File: src/rtl/xbar_wt_loader_if.sv
// xbar_wt_loader_if: valid/ready row stream feeding the crossbar weight loader
interface xbar_wt_loader_if #(
   parameter int XBAR_SIZE = 4,
   parameter int WT_BITS = 8
);
   logic in_valid;
   logic in_ready;
   logic [XBAR_SIZE*WT_BITS-1:0] in_row;
   modport master (output in_valid, output in_row, input in_ready);
   modport slave (input in_valid, input in_row, output in_ready);
endinterface

File: src/rtl/xbar_wt_loader.sv
// xbar_wt_loader: stages a crossbar weight image row by row, then programs it with one prog_wt strobe
// Optional WT_LOAD_CHECKSUM_EN adds a 16-bit running checksum output wt_checksum.
module xbar_wt_loader #(
   parameter int XBAR_SIZE = 4,
   parameter int WT_BITS = 8
) (
   input  logic clk,
   input  logic reset,
   input  logic load_start,
   input  logic load_abort,
   xbar_wt_loader_if.slave in_if,
   output logic busy,
   output logic prog_wt,
   output logic done,
   output logic [WT_BITS-1:0] wr_weight [XBAR_SIZE*XBAR_SIZE]
`ifdef WT_LOAD_CHECKSUM_EN
   ,
   output logic [15:0] wt_checksum
`endif
);
   localparam int ROW_W = XBAR_SIZE * WT_BITS;
   localparam int CW = XBAR_SIZE > 1 ? $clog2(XBAR_SIZE) : 1;
   typedef enum logic [1:0] {IDLE, LOAD, PROG} state_t;
   state_t state, state_nxt;
   logic [CW-1:0] row_cnt;
   logic [XBAR_SIZE*ROW_W-1:0] stage_q;
   logic accept, last_row;
   assign in_if.in_ready = state == LOAD;
   assign busy = state != IDLE;
   assign prog_wt = state == PROG && !reset;
   // abort outranks a beat presented in the same cycle
   assign accept = state == LOAD && in_if.in_valid && !load_abort;
   assign last_row = row_cnt == CW'(XBAR_SIZE - 1);
   always_comb begin
      state_nxt = state == IDLE ? (load_start ? LOAD : IDLE) :
                  state == LOAD ? (load_abort ? IDLE : (accept && last_row) ? PROG : LOAD) :
                  IDLE;
   end
   always_ff @(posedge clk) begin
      if (reset) begin
         state <= IDLE;
         row_cnt <= '0;
         stage_q <= '0;
         done <= 1'b0;
      end else begin
         state <= state_nxt;
         row_cnt <= state_nxt != LOAD ? '0 : accept ? row_cnt + 1'b1 : row_cnt;
         done <= prog_wt;
         if (accept) stage_q[row_cnt*ROW_W +: ROW_W] <= in_if.in_row;
      end
   end
   // row r occupies a contiguous slice, so flat index r*XBAR_SIZE+k maps straight through
   for (genvar i = 0; i < XBAR_SIZE*XBAR_SIZE; i++) begin : g_out
      assign wr_weight[i] = stage_q[i*WT_BITS +: WT_BITS];
   end
`ifdef WT_LOAD_CHECKSUM_EN
   logic [15:0] row_sum;
   always_comb begin
      row_sum = '0;
      for (int k = 0; k < XBAR_SIZE; k++) row_sum = row_sum + 16'(in_if.in_row[k*WT_BITS +: WT_BITS]);
   end
   always_ff @(posedge clk) begin
      if (reset || (state == IDLE && load_start)) wt_checksum <= '0;
      else if (accept) wt_checksum <= wt_checksum + row_sum;
   end
`endif
endmodule

File: src/flat_wrapper.sv
// flat-port wrapper written by rule: the top's interface ports become plain ports
module xbar_wt_loader_flat 
#(
   parameter int XBAR_SIZE = 4,
   parameter int WT_BITS = 8
)
  (clk, reset, load_start, load_abort, busy, prog_wt, done, wr_weight, in_if_in_valid, in_if_in_row, in_if_in_ready);
  xbar_wt_loader_if #(.XBAR_SIZE(XBAR_SIZE), .WT_BITS(WT_BITS)) in_if_i ();
  input  logic clk;
  input  logic reset;
  input  logic load_start;
  input  logic load_abort;
  output logic busy;
  output logic prog_wt;
  output logic done;
  output logic [WT_BITS-1:0] wr_weight[XBAR_SIZE*XBAR_SIZE];
  input wire logic [$bits(in_if_i.in_valid)-1:0] in_if_in_valid;
  input wire logic [$bits(in_if_i.in_row)-1:0] in_if_in_row;
  output wire logic [$bits(in_if_i.in_ready)-1:0] in_if_in_ready;
  assign in_if_i.in_valid = in_if_in_valid;
  assign in_if_i.in_row = in_if_in_row;
  assign in_if_in_ready = in_if_i.in_ready;
  xbar_wt_loader #(.XBAR_SIZE(XBAR_SIZE), .WT_BITS(WT_BITS)) u_core (.clk(clk), .reset(reset), .load_start(load_start), .load_abort(load_abort), .in_if(in_if_i), .busy(busy), .prog_wt(prog_wt), .done(done), .wr_weight(wr_weight));
endmodule
File: config.mk
export PLATFORM = sky130hd
export DESIGN_NAME = xbar_wt_loader_flat
export DESIGN_NICKNAME = d
export VERILOG_FILES = /design/src/rtl/xbar_wt_loader_if.sv /design/src/rtl/xbar_wt_loader.sv /design/src/flat_wrapper.sv
export SDC_FILE = /design/constraint.sdc
export NUM_CORES = 1
export LEC_CHECK = 0
export BUFFER_PORTS_ARGS = -buffer_cell sky130_fd_sc_hd__clkbuf_2
export CORE_MARGIN = 2
export CORE_UTILIZATION = 52
export CTS_CLUSTER_DIAMETER = 200
export DETAILED_ROUTE_END_ITERATION = 10
export PLACE_DENSITY = 0.88
export SLEW_MARGIN = 20
export SYNTH_ARGS = -nofsm -noshare
export SYNTH_HDL_FRONTEND = slang
export SYNTH_SLANG_ARGS = --single-unit
File: constraint.sdc
create_clock -name clk -period 2.3 [get_ports clk]
set_input_delay 0.115 -clock clk [delete_from_list [all_inputs] [get_ports clk]]
set_output_delay 0.115 -clock clk [all_outputs]
set_load 0.05 [all_outputs]
==> impl_metrics.py <==
metrics = {
    "route": {
        "vias_per_cell": 5.833,
        "drc": 0,
        "routed-wl-met3_mm": 1.174,
        "met1_length_mm": 7.320,
        "avgRoutedWirePerCell_um": 18.09,
        "dr_wl_met2_mm": 7.929,
        "num_vias": 5477,
        "ant_nets": 0,
        "drtPass1Iterations": 6,
        "topRoutingLayerUsed": "met4",
        "wl_mm": 16.99,
        "first_iter_violations": 620,
    },
    "grt": {
        "grt_max_degree": 102,
        "grt_pass1_wl_mm": 26.94,
        "grtUsageTotal_pct": 26.58,
        "grt-ovfl-total": 0,
        "grt_pass1_vias": 5106,
        "antenna_found_initial": 0,
    },
    "sta": {
        "drv_slew": 0,
        "rsz0062_at_grt": "false",
        "setup_viol": 0,
        "finalCriticalPeriod_ns": 1.860,
        "finalHoldViolCount": 0,
        "slew-limit-headroom_pct": 59.80,
        "finalCritPeriodShare_pct": 80.86,
        "fin_worst_skew_ns": 0.01079,
        "tns_ns": 0,
        "max_freq_mhz": 537.7,
        "worstMarginPinSlew_ns": 0.6030,
    },
    "clock_network": {
        "cts_num_sinks": 133,
        "cts_max_path_buffers": 2,
        "cts_resized": 0,
        "root_buffer": "clkbuf_16",
        "clk_pin_slew_ns": 0.05,
        "clk_latency_ns": 0.40,
        "cts_setup_buffers": 0,
        "cts_hold_buf": 0,
        "cts_htree_levels": 4,
        "numCtsBuffers": 17,
        "cts_tree": "done",
    },
    "logic_synthesis": {
        "ys_warn_count": 0,
        "synthDistinctLibCells": 25,
        "syn_avg_cell_area_um2": 9.372,
        "ys_seq_elements": 133,
        "synthesis.area_mm2": 0.006101,
        "synth_cells": 651,
        "yosysSeqAreaShare_pct": 43.64,
        "synth_nets": 693,
    },
    "power_and_ir_drop": {
        "swShare_pct": 23.64,
        "ir_drop_uv": 492.7,
        "p_leak_nw": 2.994,
        "power.switching_w": 0.001192,
        "p_per_area_mw_per_mm2": 694.6,
        "p_comb_share_pct": 6.3,
        "intPower_w": 0.003851,
        "p_seq_share_pct": 46.2,
        "clock_power_share_pct": 47.5,
    },
    "die": {
        "die_w_um": 112.3,
        "num_io_pins": 169,
        "initial_core_util_pct": 53.43,
        "core.rowCount": 39,
        "fp.dieH_um": 112.3,
        "core_area_mm2": 0.01142,
        "fp.dieArea_mm2": 0.01261,
    },
    "final_layout": {
        "area_growth_syn_to_layout_pct": 19.01,
        "nNetsFinal": 826,
        "multiInputGateArea_mm2": 0.002860,
        "n_antenna_cell": 0,
        "fillCellCount": 970,
        "drive_above_1_share_pct": 32.04,
        "layout_commonest_cell": "clkbuf_2",
        "stdcell_count": 939,
        "final_cell_mix": "167 x clkbuf_2, 133 x dfxtp_1, 128 x nand2b_1, 128 x nand4_1, 98 x o21ai_1",
        "seq_area_mm2": 0.002663,
    },
    "setup_path": {
        "crit_fanout": 20,
        "worst_r2r_startpoint": "u_core.row_cnt[0]$_SDFFE_PP0P_",
        "cp-start-kind": "register",
        "worstPathArrival_ns": 2.18,
        "startpoint": "u_core.row_cnt[0]$_SDFFE_PP0P_",
        "critPathSlowestCell": "ha_1",
        "cp_slowest_stage_delay_ns": 0.46,
        "critical_path.cell_chain": "inv_1 -> ha_1 -> nor3b_4 -> buf_4 -> nand4_1 -> o21ai_1",
        "cp.required_ns": 2.62,
        "critPathCaptureType": "register",
        "critical_path_class": "register to register",
    },
    "place": {
        "port_buffers": 168,
        "place_congestion": 0.8373,
        "dp.cells": 908,
        "place_hpwl_mm": 11.03,
    },
    "job": {
        "maxCapViolCount": 0,
    },
    "hold_path": {
        "holdCritStartpoint": "load_start",
        "hold_class": "input port to register",
    },
    "outcome": {
        "outcome": "completed",
    },
}
final timing paths:
check / to / slack [ns] / cells after the start
worst max-delay path: u_core.stage_q[80]$_SDFFE_PP0P_ / 0.44 / 6
worst min-delay path: u_core.state[0]$_SDFF_PP0_ / 0.09 / 3
worst max register to register: u_core.stage_q[80]$_SDFFE_PP0P_ / 0.44 / 6
worst min register to register: u_core.stage_q[34]$_SDFFE_PP0P_ / 0.46 / 2
area by class of cell:
| cell class | count | area share (%) |
|---|---|---|
| inverter | 2 | 0.1034 |
| timing repair buffer | 188 | 14.20 |
| multi-input combinational | 442 | 39.39 |
| clock inverter | 9 | 0.7755 |
| sequential | 133 | 36.67 |
| clock buffer | 22 | 6.393 |
| tap | 143 | 2.464 |
cells in the mapped netlist:
cell type  number  share of area, %
xnor2_1         1              0.14
nor3_1          1             0.082
o21ai_2        30               4.3
ha_1            5               1.0
and2_4          4              0.57
or2_2           1              0.10
buf_2          21               1.7
nand4_1       128                13
buf_6           5              0.92
dfxtp_1       133                44
buf_4          15               1.8
a21oi_1         1             0.082
and3b_1         1              0.14
nor3b_2         3              0.62
nand2b_1      128                13
nor3b_1         2              0.25
and4bb_1        1              0.21
mux2i_1         2              0.33
buf_12         12               3.9
clkbuf_1       21               1.3
nor2b_1         1              0.10
inv_1           2              0.12
and2b_1        33               4.1
o21ai_1        98               8.0
nor4_1          2              0.21
routing by layer:
| layer | vias up | GRT usage, % |
|---|---|---|
| li1 | 2586 | - |
| met1 | 2567 | 36.22 |
| met2 | 279 | 41.24 |
| met3 | 45 | 4.698 |
| met4 | 0 | 12.44 |
| met5 | - | 0 |
per-stage QoR:
step / hold WS (ns) / utilization [%] / setup WS [ns] / area [µm²] / total power, W
floorplan: 0.3443 / - / 0.5627 / 6101 / 0.002615
finish: 0.09069 / 63.59 / 0.4403 / 7261 / 0.005043
global route: 0.1567 / 63.59 / 0.3138 / 7261 / 0.005199
CTS: 0.08788 / 63.59 / 0.4463 / 7261 / 0.005039
detailed placement: 0.4516 / 59.03 / 0.5215 / 6740 / 0.002689
global placement: 0.4512 / 59.03 / 0.5973 / 6740 / 0.002689
power by group through the flow:
stage	sequential [W]	combinational, W	clock, W
detailed placement	0.00238	0.000310	0
CTS	0.00233	0.000312	0.00240
floorplan	0.00242	0.000192	0
global route	0.00233	0.000333	0.00254
global placement	0.00238	0.000310	0
finish	0.00233	0.000316	0.00240
sequential cells by signal, summed over array words and instances (netlist names):
register        flops
u_core.done         1
u_core.stage_q    128
u_core.row_cnt      2
u_core.state        2
critical path: cells and delay by family, from the launching register on:
family | cells | cell delay, ns
compound gates | 1 | 0.12
fa+ha+maj | 1 | 0.46
buf+inv | 2 | 0.39
simple gates | 2 | 0.39
flops | 1 | 0.40
kinds of logic after synthesis:
logic type,Yosys count,share of synthesized area [%]
buffers and inverters,76,9.844
AND/OR/NAND/NOR,305,32.59
AO/OA/AOI/OAI,129,12.43
flip-flops,133,43.64
multiplexers,2,0.3282
adder cells (fa/ha/maj),5,1.025
XOR/XNOR,1,0.1436
Note: power is estimated with default switching activity, not from simulation.
